### src/rtl/tiny_riscv_mem_pkg.sv
// rtl/tiny_riscv_mem_pkg.sv - shared types and constants for the firmware memory arbiter
package tiny_riscv_mem_pkg;

    typedef enum logic [1:0] {
        ST_IDLE  = 2'd0,
        ST_ISSUE = 2'd1,
        ST_WAIT  = 2'd2,
        ST_DONE  = 2'd3
    } arb_state_t;

    // Requester IDs double as bit positions in the arbiter's request/grant vectors.
    localparam logic REQ_I = 1'b0;
    localparam logic REQ_D = 1'b1;

    localparam int unsigned MEM_WORDS_DEFAULT = 256;

endpackage

### src/rtl/tiny_riscv_rr_arb2.sv
// rtl/tiny_riscv_rr_arb2.sv - two-input round-robin / fixed-priority arbiter (combinational)
//
// Ports:
//   req_i       [1:0] request vector, bit REQ_I = fetch, bit REQ_D = load
//   last_i            ID of the requester granted most recently
//   enable_rr_i       1 = round-robin on a tie, 0 = D always wins a tie
//   grant_o     [1:0] one-hot grant, all zero when nothing requests
module tiny_riscv_rr_arb2
    import tiny_riscv_mem_pkg::*;
(
    input  logic [1:0] req_i,
    input  logic       last_i,
    input  logic       enable_rr_i,
    output logic [1:0] grant_o
);

    always_comb begin
        grant_o = 2'b00;
        case (req_i)
            2'b01:   grant_o = 2'b01;
            2'b10:   grant_o = 2'b10;
            2'b11: begin
                // On a tie, round-robin favours whoever was not served last.
                if (enable_rr_i && (last_i == REQ_D)) grant_o = 2'b01;
                else                                  grant_o = 2'b10;
            end
            default: grant_o = 2'b00;
        endcase
    end

endmodule

### src/rtl/tiny_riscv_mem_arbiter.sv
// rtl/tiny_riscv_mem_arbiter.sv - shares one synchronous-read memory between fetch and load ports
//
// Ports:
//   i_Clk, i_Rst                      clock, asynchronous active-high reset
//   i_ifetch_req/addr                 fetch request (held until o_ifetch_valid) and byte address
//   o_ifetch_valid/rdata/err          one-cycle fetch response, data, out-of-range flag
//   i_data_req/addr                   load request and byte address
//   o_data_valid/rdata/err            one-cycle load response, data, out-of-range flag
//   o_mem_addr, o_read_strobe         registered address and read strobe to the memory
//   i_mem_data                        memory read data, valid the cycle after the strobe
//   o_busy                            high whenever a transaction is in progress
module tiny_riscv_mem_arbiter
    import tiny_riscv_mem_pkg::*;
#(
    parameter int unsigned MEM_WORDS = MEM_WORDS_DEFAULT,
    parameter bit          RR_ENABLE = 1'b1
) (
    input  logic        i_Clk,
    input  logic        i_Rst,
    input  logic        i_ifetch_req,
    input  logic [31:0] i_ifetch_addr,
    output logic        o_ifetch_valid,
    output logic [31:0] o_ifetch_rdata,
    output logic        o_ifetch_err,
    input  logic        i_data_req,
    input  logic [31:0] i_data_addr,
    output logic        o_data_valid,
    output logic [31:0] o_data_rdata,
    output logic        o_data_err,
    output logic [31:0] o_mem_addr,
    output logic        o_read_strobe,
    input  logic [31:0] i_mem_data,
    output logic        o_busy
);

    localparam logic [31:0] ADDR_LIMIT = 32'(MEM_WORDS * 4);

    arb_state_t  state_q, state_d;
    logic        last_q, last_d;
    logic        grant_q, grant_d;
    logic [31:0] mem_addr_q, mem_addr_d;
    logic        strobe_q, strobe_d;
    logic        i_valid_q, i_valid_d;
    logic [31:0] i_rdata_q, i_rdata_d;
    logic        i_err_q, i_err_d;
    logic        d_valid_q, d_valid_d;
    logic [31:0] d_rdata_q, d_rdata_d;
    logic        d_err_q, d_err_d;

    logic [1:0]  req_vec;
    logic [1:0]  gnt_vec;
    logic        win_id;
    logic [31:0] win_addr;
    logic        win_in_range;

    always_comb begin
        req_vec        = 2'b00;
        req_vec[REQ_I] = i_ifetch_req;
        req_vec[REQ_D] = i_data_req;
    end

    tiny_riscv_rr_arb2 u_arb (
        .req_i       (req_vec),
        .last_i      (last_q),
        .enable_rr_i (RR_ENABLE),
        .grant_o     (gnt_vec)
    );

    assign win_id       = gnt_vec[REQ_D];
    assign win_addr     = (win_id == REQ_D) ? i_data_addr : i_ifetch_addr;
    assign win_in_range = (win_addr < ADDR_LIMIT);

    always_comb begin
        state_d    = state_q;
        last_d     = last_q;
        grant_d    = grant_q;
        mem_addr_d = mem_addr_q;
        strobe_d   = 1'b0;
        i_valid_d  = 1'b0;
        i_rdata_d  = i_rdata_q;
        i_err_d    = i_err_q;
        d_valid_d  = 1'b0;
        d_rdata_d  = d_rdata_q;
        d_err_d    = d_err_q;

        case (state_q)
            ST_IDLE: begin
                if (|req_vec) begin
                    grant_d = win_id;
                    last_d  = win_id;
                    if (win_in_range) begin
                        mem_addr_d = win_addr;
                        strobe_d   = 1'b1;
                        state_d    = ST_ISSUE;
                    end else begin
                        // Out of range: answer directly, memory is never touched.
                        if (win_id == REQ_D) begin
                            d_rdata_d = 32'h0;
                            d_err_d   = 1'b1;
                            d_valid_d = 1'b1;
                        end else begin
                            i_rdata_d = 32'h0;
                            i_err_d   = 1'b1;
                            i_valid_d = 1'b1;
                        end
                        state_d = ST_DONE;
                    end
                end
            end
            ST_ISSUE: state_d = ST_WAIT;
            ST_WAIT: begin
                if (grant_q == REQ_D) begin
                    d_rdata_d = i_mem_data;
                    d_err_d   = 1'b0;
                    d_valid_d = 1'b1;
                end else begin
                    i_rdata_d = i_mem_data;
                    i_err_d   = 1'b0;
                    i_valid_d = 1'b1;
                end
                state_d = ST_DONE;
            end
            // Requests are ignored here so a req still high during its own
            // valid pulse is not served twice.
            ST_DONE:  state_d = ST_IDLE;
            default:  state_d = ST_IDLE;
        endcase
    end

    always_ff @(posedge i_Clk or posedge i_Rst) begin
        if (i_Rst) begin
            state_q    <= ST_IDLE;
            last_q     <= REQ_D;
            grant_q    <= REQ_I;
            mem_addr_q <= 32'h0;
            strobe_q   <= 1'b0;
            i_valid_q  <= 1'b0;
            i_rdata_q  <= 32'h0;
            i_err_q    <= 1'b0;
            d_valid_q  <= 1'b0;
            d_rdata_q  <= 32'h0;
            d_err_q    <= 1'b0;
        end else begin
            state_q    <= state_d;
            last_q     <= last_d;
            grant_q    <= grant_d;
            mem_addr_q <= mem_addr_d;
            strobe_q   <= strobe_d;
            i_valid_q  <= i_valid_d;
            i_rdata_q  <= i_rdata_d;
            i_err_q    <= i_err_d;
            d_valid_q  <= d_valid_d;
            d_rdata_q  <= d_rdata_d;
            d_err_q    <= d_err_d;
        end
    end

    assign o_ifetch_valid = i_valid_q;
    assign o_ifetch_rdata = i_rdata_q;
    assign o_ifetch_err   = i_err_q;
    assign o_data_valid   = d_valid_q;
    assign o_data_rdata   = d_rdata_q;
    assign o_data_err     = d_err_q;
    assign o_mem_addr     = mem_addr_q;
    assign o_read_strobe  = strobe_q;
    assign o_busy         = (state_q != ST_IDLE);

endmodule
### config.mk
export PLATFORM = sky130hd
export DESIGN_NAME = tiny_riscv_mem_arbiter
export DESIGN_NICKNAME = d
export VERILOG_FILES = /design/src/rtl/tiny_riscv_mem_pkg.sv /design/src/rtl/tiny_riscv_rr_arb2.sv /design/src/rtl/tiny_riscv_mem_arbiter.sv
export SDC_FILE = /design/constraint.sdc
export NUM_CORES = 1
export LEC_CHECK = 0
export BUFFER_PORTS_ARGS = -buffer_cell sky130_fd_sc_hd__clkbuf_2
export CORE_UTILIZATION = 48
export DETAILED_ROUTE_END_ITERATION = 10
export HOLD_SLACK_MARGIN = 0.12
export PLACE_DENSITY = 0.91
export SETUP_SLACK_MARGIN = 0.15
export SKIP_LAST_GASP = 1
export SLEW_MARGIN = 20
export SYNTH_ARGS = -nofsm -noshare
export SYNTH_HDL_FRONTEND = slang
export SYNTH_HIERARCHICAL = 1
export SYNTH_SLANG_ARGS = --single-unit
### constraint.sdc
create_clock -name i_Clk -period 4.72 [get_ports i_Clk]
set_clock_uncertainty 0.05 [all_clocks]
set_input_delay 0.944 -clock i_Clk [delete_from_list [all_inputs] [get_ports i_Clk]]
set_output_delay 0.944 -clock i_Clk [all_outputs]
set_load 0.01 [all_outputs]
==> results.py, run 1 <==
metrics = {
    "outcome": {
        "status": "complete, no violations",
    },
    "critical_path": {
        "cp_max_fo": 16,
        "cp_data_arrival_time_ns": 3.68,
        "rrSetupSlack_ns": 1.62,
        "reg2regPathDepth": 7,
        "path_class": "in2reg",
        "critPathRequiredTime_ns": 4.97,
        "timing.rr.start": "last_q$_DFFE_PP1P_",
        "cp-startpoint": "i_data_req",
        "crit_path_start_kind": "primary input",
        "r2r_end": "o_data_rdata[4]$_DFFE_PP0P_",
        "cp-end-kind": "register",
        "crit_end": "o_data_rdata[4]$_DFFE_PP0P_",
    },
    "finish": {
        "synthToLayoutAreaGrowth_pct": 27.44,
        "drive_above_1_share": 0.4143,
        "n_fill_cell": 778,
        "multi_input_area_sq_um": 1810,
        "final_nets": 669,
        "antenna_cells": 0,
        "seq_area_sq_um": 2629,
    },
    "routing": {
        "drt_iter0_drc": 178,
        "viasPerCell": 5.830,
        "drtAntennaViolNets": 0,
        "routed_wirelength_microns": 12700,
        "firstDrtPassIters": 4,
        "drt-wirelength-per-cell_microns": 18.12,
        "vias": 4087,
        "drc": 0,
    },
    "grt": {
        "grt_pass1_vias": 3982,
        "grt_overflow": 0,
        "grt_busiest_layer": "met2",
        "antenna_found_initial": 0,
        "use_met2": 0.4278,
        "grt_max_degree": 80,
        "track_usage": 0.2576,
        "grt_pass1_wl_microns": 20070,
        "grtUsageMet3": 0.05989,
        "met1_usage": 0.3335,
    },
    "clocking": {
        "cts_hold_buf": 0,
        "cts_num_sinks": 105,
        "cts_made_buffers": 9,
        "clock_latency_ns": 0.35,
        "cts_htree_levels": 3,
        "postCtsSetupBuffers": 0,
        "clk_transition_reported_paths_ns": 0.11,
        "cts_buffer_depth": 2,
        "root_buffer": "clkbuf_8",
        "cts_tree": "built",
        "ctsResizeCount": 0,
    },
    "sta": {
        "tightest_slew_ns": 0.9777,
        "rsz0062_at_grt": "false",
        "min_period_ns": 3.429,
        "hold_viol": 0,
        "tns_ns": 0,
        "setup_slack_ns": 1.291,
        "setup_viol_count_final": 0,
        "drv_slew": 0,
        "min_period_over_period": 0.7265,
        "fmax_ghz": 0.2916,
        "slew_headroom": 0.3475,
    },
    "floorplan": {
        "die_x_microns": 100.1,
        "core.rowCount": 35,
        "pin_count": 202,
        "die_y_microns": 100.1,
        "core_sq_um": 9284,
        "initial_utilization": 0.4980,
        "die_area_sq_um": 10030,
    },
    "place": {
        "portBuffers": 201,
        "dp_hpwl_microns": 9122,
        "place_congestion": 0.8525,
        "pre_cts_ws_ns": 0.9137,
    },
    "power": {
        "cellLeakagePower_nw": 3.044,
        "vdd_drop_max_uv": 257.4,
        "power_density_nw_per_um2": 628.4,
    },
    "min_path": {
        "hold_depth": 1,
        "hold_path.class": "reg2reg",
        "min_from": "o_data_rdata[5]$_DFFE_PP0P_",
    },
    "yosys": {
        "netlist_instances": 378,
        "synth.cell_area_sq_um": 4623,
        "syn_avg_cell_area_sq_um": 12.23,
        "synth_nets": 480,
        "yosysWarningCount": 6,
    },
    "run": {
        "maxCapViolCount": 0,
    },
}
-- flip-flops by register name, summed over array words and instances, names as in the netlist --
register / flops
grant_q: 1
last_q: 1
o_data_err: 1
o_data_rdata: 32
o_data_valid: 1
o_ifetch_err: 1
o_ifetch_rdata: 32
o_ifetch_valid: 1
o_mem_addr: 32
o_read_strobe: 1
state_q: 2
-- report_power, final --
part / internal (mW) / total, mW / switching (mW)
clock network: 0.205 / 0.528 / 0.323
logic: 0.791 / 1.75 / 0.960
registers: 1.19 / 1.42 / 0.232
total: 2.19 / 3.70 / 1.51
-- area by class of cell --
cell class / count / area share
clock buffers: 10 / 0.02166
clock inverters: 6 / 0.009769
inverters: 6 / 0.004247
multi-input cells: 234 / 0.3073
flip-flops and latches: 105 / 0.4462
well taps: 129 / 0.02739
repair buffers: 211 / 0.1835
-- routing by layer --
metal / vias up / wire length [microns]
li1: 1845 / -
met1: 2017 / 5243
met2: 201 / 6300
met3: 24 / 909
met4: 0 / 250
met5: - / 0
-- metrics by stage --
step	cell area, sq um	cells	hold slack [ns]	total power [mW]	util
floorplan	4623	378	0.3892	2.633	-
global placement	5707	685	0.4032	3.079	0.6147
detailed placement	5707	685	0.4309	3.187	0.6147
CTS	5892	701	0.4628	3.712	0.6346
global route	5892	701	0.4756	3.937	0.6346
finish	5892	701	0.4596	3.702	0.6346
-- worst min-delay path by stage --
stage,end,slack (ns)
finish,o_data_rdata[5]$_DFFE_PP0P_,0.46
global route,o_mem_addr[11]$_DFFE_PP0P_,0.48
CTS,o_data_rdata[6]$_DFFE_PP0P_,0.46
detailed placement,o_data_rdata[6]$_DFFE_PP0P_,0.43
global placement,last_q$_DFFE_PP1P_,0.40
floorplan,last_q$_DFFE_PP1P_,0.39
-- layout by cell type, fill, tap and decap left out, drive strengths merged, types with 12 or more instances in the layout --
cell type,count
dfrtp,104
o2bb2ai,26
a22o,37
clkbuf,211
nor2b,23
a21oi,12
a221o,26
nor2,13
a22oi,27
-- worst max-delay path, cell delays in order --
cell and delay (ns):
clkbuf_2 0.12, inv_1 0.05, a31oi_2 0.40, nor4b_1 0.30, nand4_1 0.33, a2111oi_4 0.46
or3b_1 0.56, buf_4 0.34, a22o_1 0.16
Power figures use the tool's default switching activity.
==> run 2, diff against run 1 <==
--- a/config.mk
+++ b/config.mk
@@ -6,10 +6,10 @@
 export NUM_CORES = 1
 export LEC_CHECK = 0
 export BUFFER_PORTS_ARGS = -buffer_cell sky130_fd_sc_hd__clkbuf_2
-export CORE_UTILIZATION = 48
+export CORE_UTILIZATION = 43
 export DETAILED_ROUTE_END_ITERATION = 10
 export HOLD_SLACK_MARGIN = 0.12
-export PLACE_DENSITY = 0.91
+export PLACE_DENSITY = 0.86
 export SETUP_SLACK_MARGIN = 0.15
 export SKIP_LAST_GASP = 1
 export SLEW_MARGIN = 20
==> constraint.sdc (replaced) <==
create_clock -name i_Clk -period 3 [get_ports i_Clk]
set_clock_uncertainty 0.05 [all_clocks]
set_input_delay 0.6 -clock i_Clk [delete_from_list [all_inputs] [get_ports i_Clk]]
set_output_delay 0.6 -clock i_Clk [all_outputs]
set_load 0.01 [all_outputs]
==> results.py, run 2 (synthesis results as in run 1) <==
metrics = {
    "sta": {
        "min_period_over_period": 0.9237,
        "tightest_slew_ns": 1.093,
        "setup_viol_count_final": 0,
        "drv_slew": 0,
        "min_period_ns": 2.771,
        "rsz0062_at_grt": "true",
        "hold_viol": 0,
        "slew_headroom": 0.2691,
        "fmax_ghz": 0.3609,
    },
    "finish": {
        "antenna_cells": 0,
        "fin_util": 0.5836,
        "drive_above_1_share": 0.4291,
        "final_nets": 682,
        "final_common_cell": "clkbuf_2",
        "final_cell_mix": "clkbuf_2, dfrtp_1, a22o_1",
        "fin_area_sq_um": 6052,
        "synthToLayoutAreaGrowth_pct": 30.91,
    },
    "routing": {
        "viasPerCell": 5.673,
        "drc": 0,
        "routed_wirelength_microns": 12900,
        "vias": 4090,
        "drtAntennaViolNets": 0,
        "drt_iter0_drc": 240,
        "drt-wirelength-per-cell_microns": 17.89,
        "firstDrtPassIters": 4,
    },
    "min_path": {
        "hold_path.class": "in2async",
    },
    "critical_path": {
        "critPathRequiredTime_ns": 3.26,
        "cp-end-kind": "register",
        "cp_max_fo": 26,
        "cp_data_arrival_time_ns": 3.03,
        "critPathTopFamily": "simple AND/OR/NAND/NOR gates",
        "path_class": "reg2reg",
        "worstPathCellList": "a31oi_2 -> nor4b_1 -> nand4_1 -> a211oi_2 -> buf_4 -> nor3_4 -> a221o_1",
        "crit_path_start_kind": "register",
        "slowest_stage": "nor3_4",
        "cp.buffers_inverters": 1,
        "slowest_delay_ns": 0.87,
    },
    "power": {
        "power_mw": 5.923,
        "pwr-share-clk": 0.141,
        "sw_frac_of_total": 0.4069,
        "cellLeakagePower_nw": 3.114,
        "comb_power_share": 0.481,
        "seq_power_share": 0.377,
        "vdd_drop_max_uv": 398.3,
        "switchingPower_mw": 2.410,
        "power_density_nw_per_um2": 978.7,
        "p_int_mw": 3.513,
    },
    "place": {
        "dpl_cell_area_sq_um": 5858,
        "place_congestion": 0.8265,
        "portBuffers": 201,
        "dp_hpwl_microns": 9484,
    },
    "grt": {
        "grtUsageMet3": 0.03216,
        "track_usage": 0.2354,
        "met1_usage": 0.2915,
        "antenna_found_initial": 0,
        "grt_pass1_wl_microns": 20550,
        "use_met2": 0.3968,
        "grt_overflow": 0,
        "grt_max_degree": 44,
        "grt_pass1_vias": 4109,
        "grt_busiest_layer": "met2",
    },
    "floorplan": {
        "die_y_microns": 105.7,
        "die_area_sq_um": 11170,
        "pin_count": 202,
        "die_x_microns": 105.7,
        "core.rowCount": 37,
        "initial_utilization": 0.4458,
        "core_sq_um": 10370,
    },
    "clocking": {
        "cts_buffer_depth": 2,
        "cts_tree": "built",
        "clk_transition_reported_paths_ns": 0.11,
        "ctsResizeCount": 0,
        "cts_num_sinks": 105,
        "postCtsSetupBuffers": 0,
        "cts_hold_buf": 0,
        "root_buffer": "clkbuf_8",
        "cts_made_buffers": 9,
        "cts_htree_levels": 3,
        "clock_latency_ns": 0.36,
    },
    "outcome": {
        "status": "complete, no violations",
    },
    "run": {
        "maxCapViolCount": 0,
    },
}
==> run 2: final timing paths <==
check,cells past startpoint,endpoint,startpoint,slack [ns]
max reg2reg,7,o_ifetch_rdata[29]$_DFFE_PP0P_,last_q$_DFFE_PP1P_,0.23
min,2,o_mem_addr[29]$_DFFE_PP0P_,i_Rst,0.23
min in group i_Clk,2,o_ifetch_rdata[3]$_DFFE_PP0P_,i_mem_data[3],0.42
max in group asynchronous,3,last_q$_DFFE_PP1P_,i_Rst,1.98
max,7,o_ifetch_rdata[29]$_DFFE_PP0P_,last_q$_DFFE_PP1P_,0.23
min reg2reg,2,last_q$_DFFE_PP1P_,last_q$_DFFE_PP1P_,0.43
==> run 2: power groups by stage <==
stage          Sequential [mW]  Combinational (mW)  Clock (mW)
2_1_floorplan             2.37                1.77           0
3_3_place_gp              2.22                2.72           0
3_5_place_dp              2.24                2.88           0
4_1_cts                   2.23                2.87       0.858
5_1_grt                   2.30                3.13       0.910
6_report                  2.24                2.85       0.836
==> run 2: metal layers <==
metal	part of all wire	vias to the layer above
met5	0	-
li1	-	1871
met4	0.035	0
met1	0.41	1993
met3	0.059	33
met2	0.50	193
==> run 2: cell type report <==
class,instances,area [sq um]
Timing Repair Buffer,224,1216
Inverter,6,26.28
Tap cell,136,170.2
Sequential cell,105,2629
Multi-Input combinational cell,234,1822
Clock inverter,7,65.06
Fill cell,875,4318
Clock buffer,9,123.9
==> run 2: through the flow <==
step | setup slack, ns | setup TNS, ns | hold slack (ns) | instances
detailed placement | -0.09914 | -2.224 | 0.4129 | 705
global placement | -0.003604 | -0.01107 | 0.4107 | 705
floorplan | 0.4660 | 0 | 0.3892 | 378
finish | 0.2288 | 0 | 0.2278 | 721
CTS | 0.2598 | 0 | 0.2233 | 721
global route | 0.09624 | 0 | 0.2584 | 721
==> run 3, diff against run 2 <==
--- a/config.mk
+++ b/config.mk
@@ -7,12 +7,12 @@
 export LEC_CHECK = 0
 export BUFFER_PORTS_ARGS = -buffer_cell sky130_fd_sc_hd__clkbuf_2
 export CORE_UTILIZATION = 43
+export CTS_CLUSTER_SIZE = 14
 export DETAILED_ROUTE_END_ITERATION = 10
 export HOLD_SLACK_MARGIN = 0.12
-export PLACE_DENSITY = 0.86
+export PLACE_DENSITY = 0.76
 export SETUP_SLACK_MARGIN = 0.15
 export SKIP_LAST_GASP = 1
-export SLEW_MARGIN = 20
 export SYNTH_ARGS = -nofsm -noshare
 export SYNTH_HDL_FRONTEND = slang
 export SYNTH_HIERARCHICAL = 1
==> results.py, run 3 (synthesis results as in run 1) <==
metrics = {
    "grt": {
        "antenna_found_initial": 0,
        "grt_pass1_vias": 3996,
        "grt_max_degree": 50,
        "grt_pass1_wl_microns": 20120,
        "track_usage": 0.2259,
        "grt_overflow": 0,
    },
    "finish": {
        "antenna_cells": 0,
        "final_nets": 674,
        "drive_above_1_share": 0.4201,
        "final_common_cell": "clkbuf_2",
        "n_fill_cell": 882,
        "final_cell_mix": "clkbuf_2, dfrtp_1, a22o_1",
        "synthToLayoutAreaGrowth_pct": 31.26,
    },
    "routing": {
        "drc": 0,
        "drt-wirelength-per-cell_microns": 17.38,
        "drt_iter0_drc": 180,
        "routed_wirelength_microns": 12370,
        "viasPerCell": 5.742,
        "drtAntennaViolNets": 0,
        "firstDrtPassIters": 5,
        "vias": 4088,
    },
    "place": {
        "place_congestion": 0.8265,
        "portBuffers": 201,
        "dp_hpwl_microns": 8803,
    },
    "min_path": {
        "hold_path.class": "in2async",
    },
    "sta": {
        "slew_headroom": 0.3084,
        "rsz0062_at_grt": "true",
        "min_period_ns": 2.693,
        "tightest_slew_ns": 1.034,
        "whs_ns": 0.2362,
        "tns_ns": 0,
        "fmax_ghz": 0.3713,
        "hold_viol": 0,
        "drv_slew": 0,
        "setup_viol_count_final": 0,
        "min_period_over_period": 0.8977,
    },
    "outcome": {
        "status": "complete, no violations",
    },
    "power": {
        "power_density_nw_per_um2": 1019,
        "cellLeakagePower_nw": 3.112,
        "vdd_drop_max_uv": 450.9,
    },
    "critical_path": {
        "critPathRequiredTime_ns": 3.24,
        "cp-end-kind": "register",
        "critPathTopFamily": "simple AND/OR/NAND/NOR gates",
        "slowest_stage": "nor3_4",
        "cp.buffers_inverters": 4,
        "worstPathCellList": "clkbuf_2 -> inv_1 -> a31oi_2 -> buf_4 -> nor4_1 -> nand4_1 -> a211oi_2 -> buf_4 -> nor3_4 -> a221o_1",
        "cp_data_arrival_time_ns": 2.93,
        "path_class": "in2reg",
        "cp_max_fo": 26,
        "crit_path_start_kind": "primary input",
        "rrSetupSlack_ns": 0.33,
        "slowest_delay_ns": 0.84,
        "crit_top_cell": "buf_4",
    },
    "floorplan": {
        "core.rowCount": 37,
        "core_sq_um": 10370,
        "die_x_microns": 105.7,
        "initial_utilization": 0.4458,
        "die_y_microns": 105.7,
        "die_area_sq_um": 11170,
        "pin_count": 202,
    },
    "clocking": {
        "clock_latency_ns": 0.36,
        "clk_transition_reported_paths_ns": 0.10,
        "cts_htree_levels": 3,
        "root_buffer": "clkbuf_8",
        "cts_tree": "built",
        "cts_buffer_depth": 2,
        "cts_made_buffers": 9,
        "postCtsSetupBuffers": 0,
        "cts_num_sinks": 105,
    },
    "run": {
        "maxCapViolCount": 0,
    },
}
run 3: cell count changes in the layout (fill, tap and decap cells not counted):
cell	before	now
clkinv_4	1	0
clkinv_8	1	0
bufinv_16	0	4
inv_6	1	0
buf_4	20	12
inv_8	1	0
clkbuf_8	9	10
clkinv_2	1	0
clkinvlp_4	3	2
run 3: metrics by stage:
stage,area (sq um),util,instances,power (mW),setup WS [ns]
floorplan,4627,-,378,4.143,0.4660
global placement,5798,0.5591,697,4.953,0.03592
detailed placement,5798,0.5591,697,5.081,-0.04856
CTS,6063,0.5847,712,6.220,0.2500
global route,6068,0.5852,712,6.581,0.1464
finish,6068,0.5852,712,6.184,0.3068
run 3: path summary, 6_finish.rpt:
path	start	depth (start not counted)	endpoint
worst max-delay path	i_data_req	10	o_ifetch_rdata[19]$_DFFE_PP0P_
worst min-delay path	i_Rst	2	o_read_strobe$_DFF_PP0_
worst max register to register	last_q$_DFFE_PP1P_	8	o_data_rdata[17]$_DFFE_PP0P_
worst min register to register	last_q$_DFFE_PP1P_	2	last_q$_DFFE_PP1P_
max in group asynchronous	i_Rst	3	o_mem_addr[4]$_DFFE_PP0P_
min in group i_Clk	last_q$_DFFE_PP1P_	2	last_q$_DFFE_PP1P_
run 3: layer usage:
| metal | routed length, microns | track usage | share of wire | up-vias |
|---|---|---|---|---|
| met4 | 201 | 0.07044 | 0.016 | 0 |
| met2 | 5709 | 0.3576 | 0.46 | 203 |
| met1 | 5390 | 0.3033 | 0.44 | 2006 |
| li1 | - | - | - | 1860 |
| met3 | 1069 | 0.05999 | 0.086 | 19 |
| met5 | 0 | 0 | 0 | - |
run 3: power by group:
part / switching (mW) / leakage, nW / internal [mW]
clock: 0.463 / 0.129 / 0.657
sequential: 0.357 / 1.36 / 1.87
combinational: 1.52 / 1.62 / 1.31
total: 2.34 / 3.11 / 3.84
run 3: repair_timing:
item                       in CTS  in global routing
hold buffers                    0                  0
gates resized for setup         0                  1
setup endpoints to repair       0                 15
run 3: final cells by class:
type | count | area [sq um] | area share
clock buffer | 10 | 137.6 | 0.02268
sequential | 105 | 2629 | 0.4332
multi-input combinational | 234 | 1822 | 0.3002
inverter | 6 | 26.28 | 0.004330
tap | 136 | 170.2 | 0.02804
clock inverter | 5 | 127.6 | 0.02103
timing repair buffer | 216 | 1156 | 0.1905
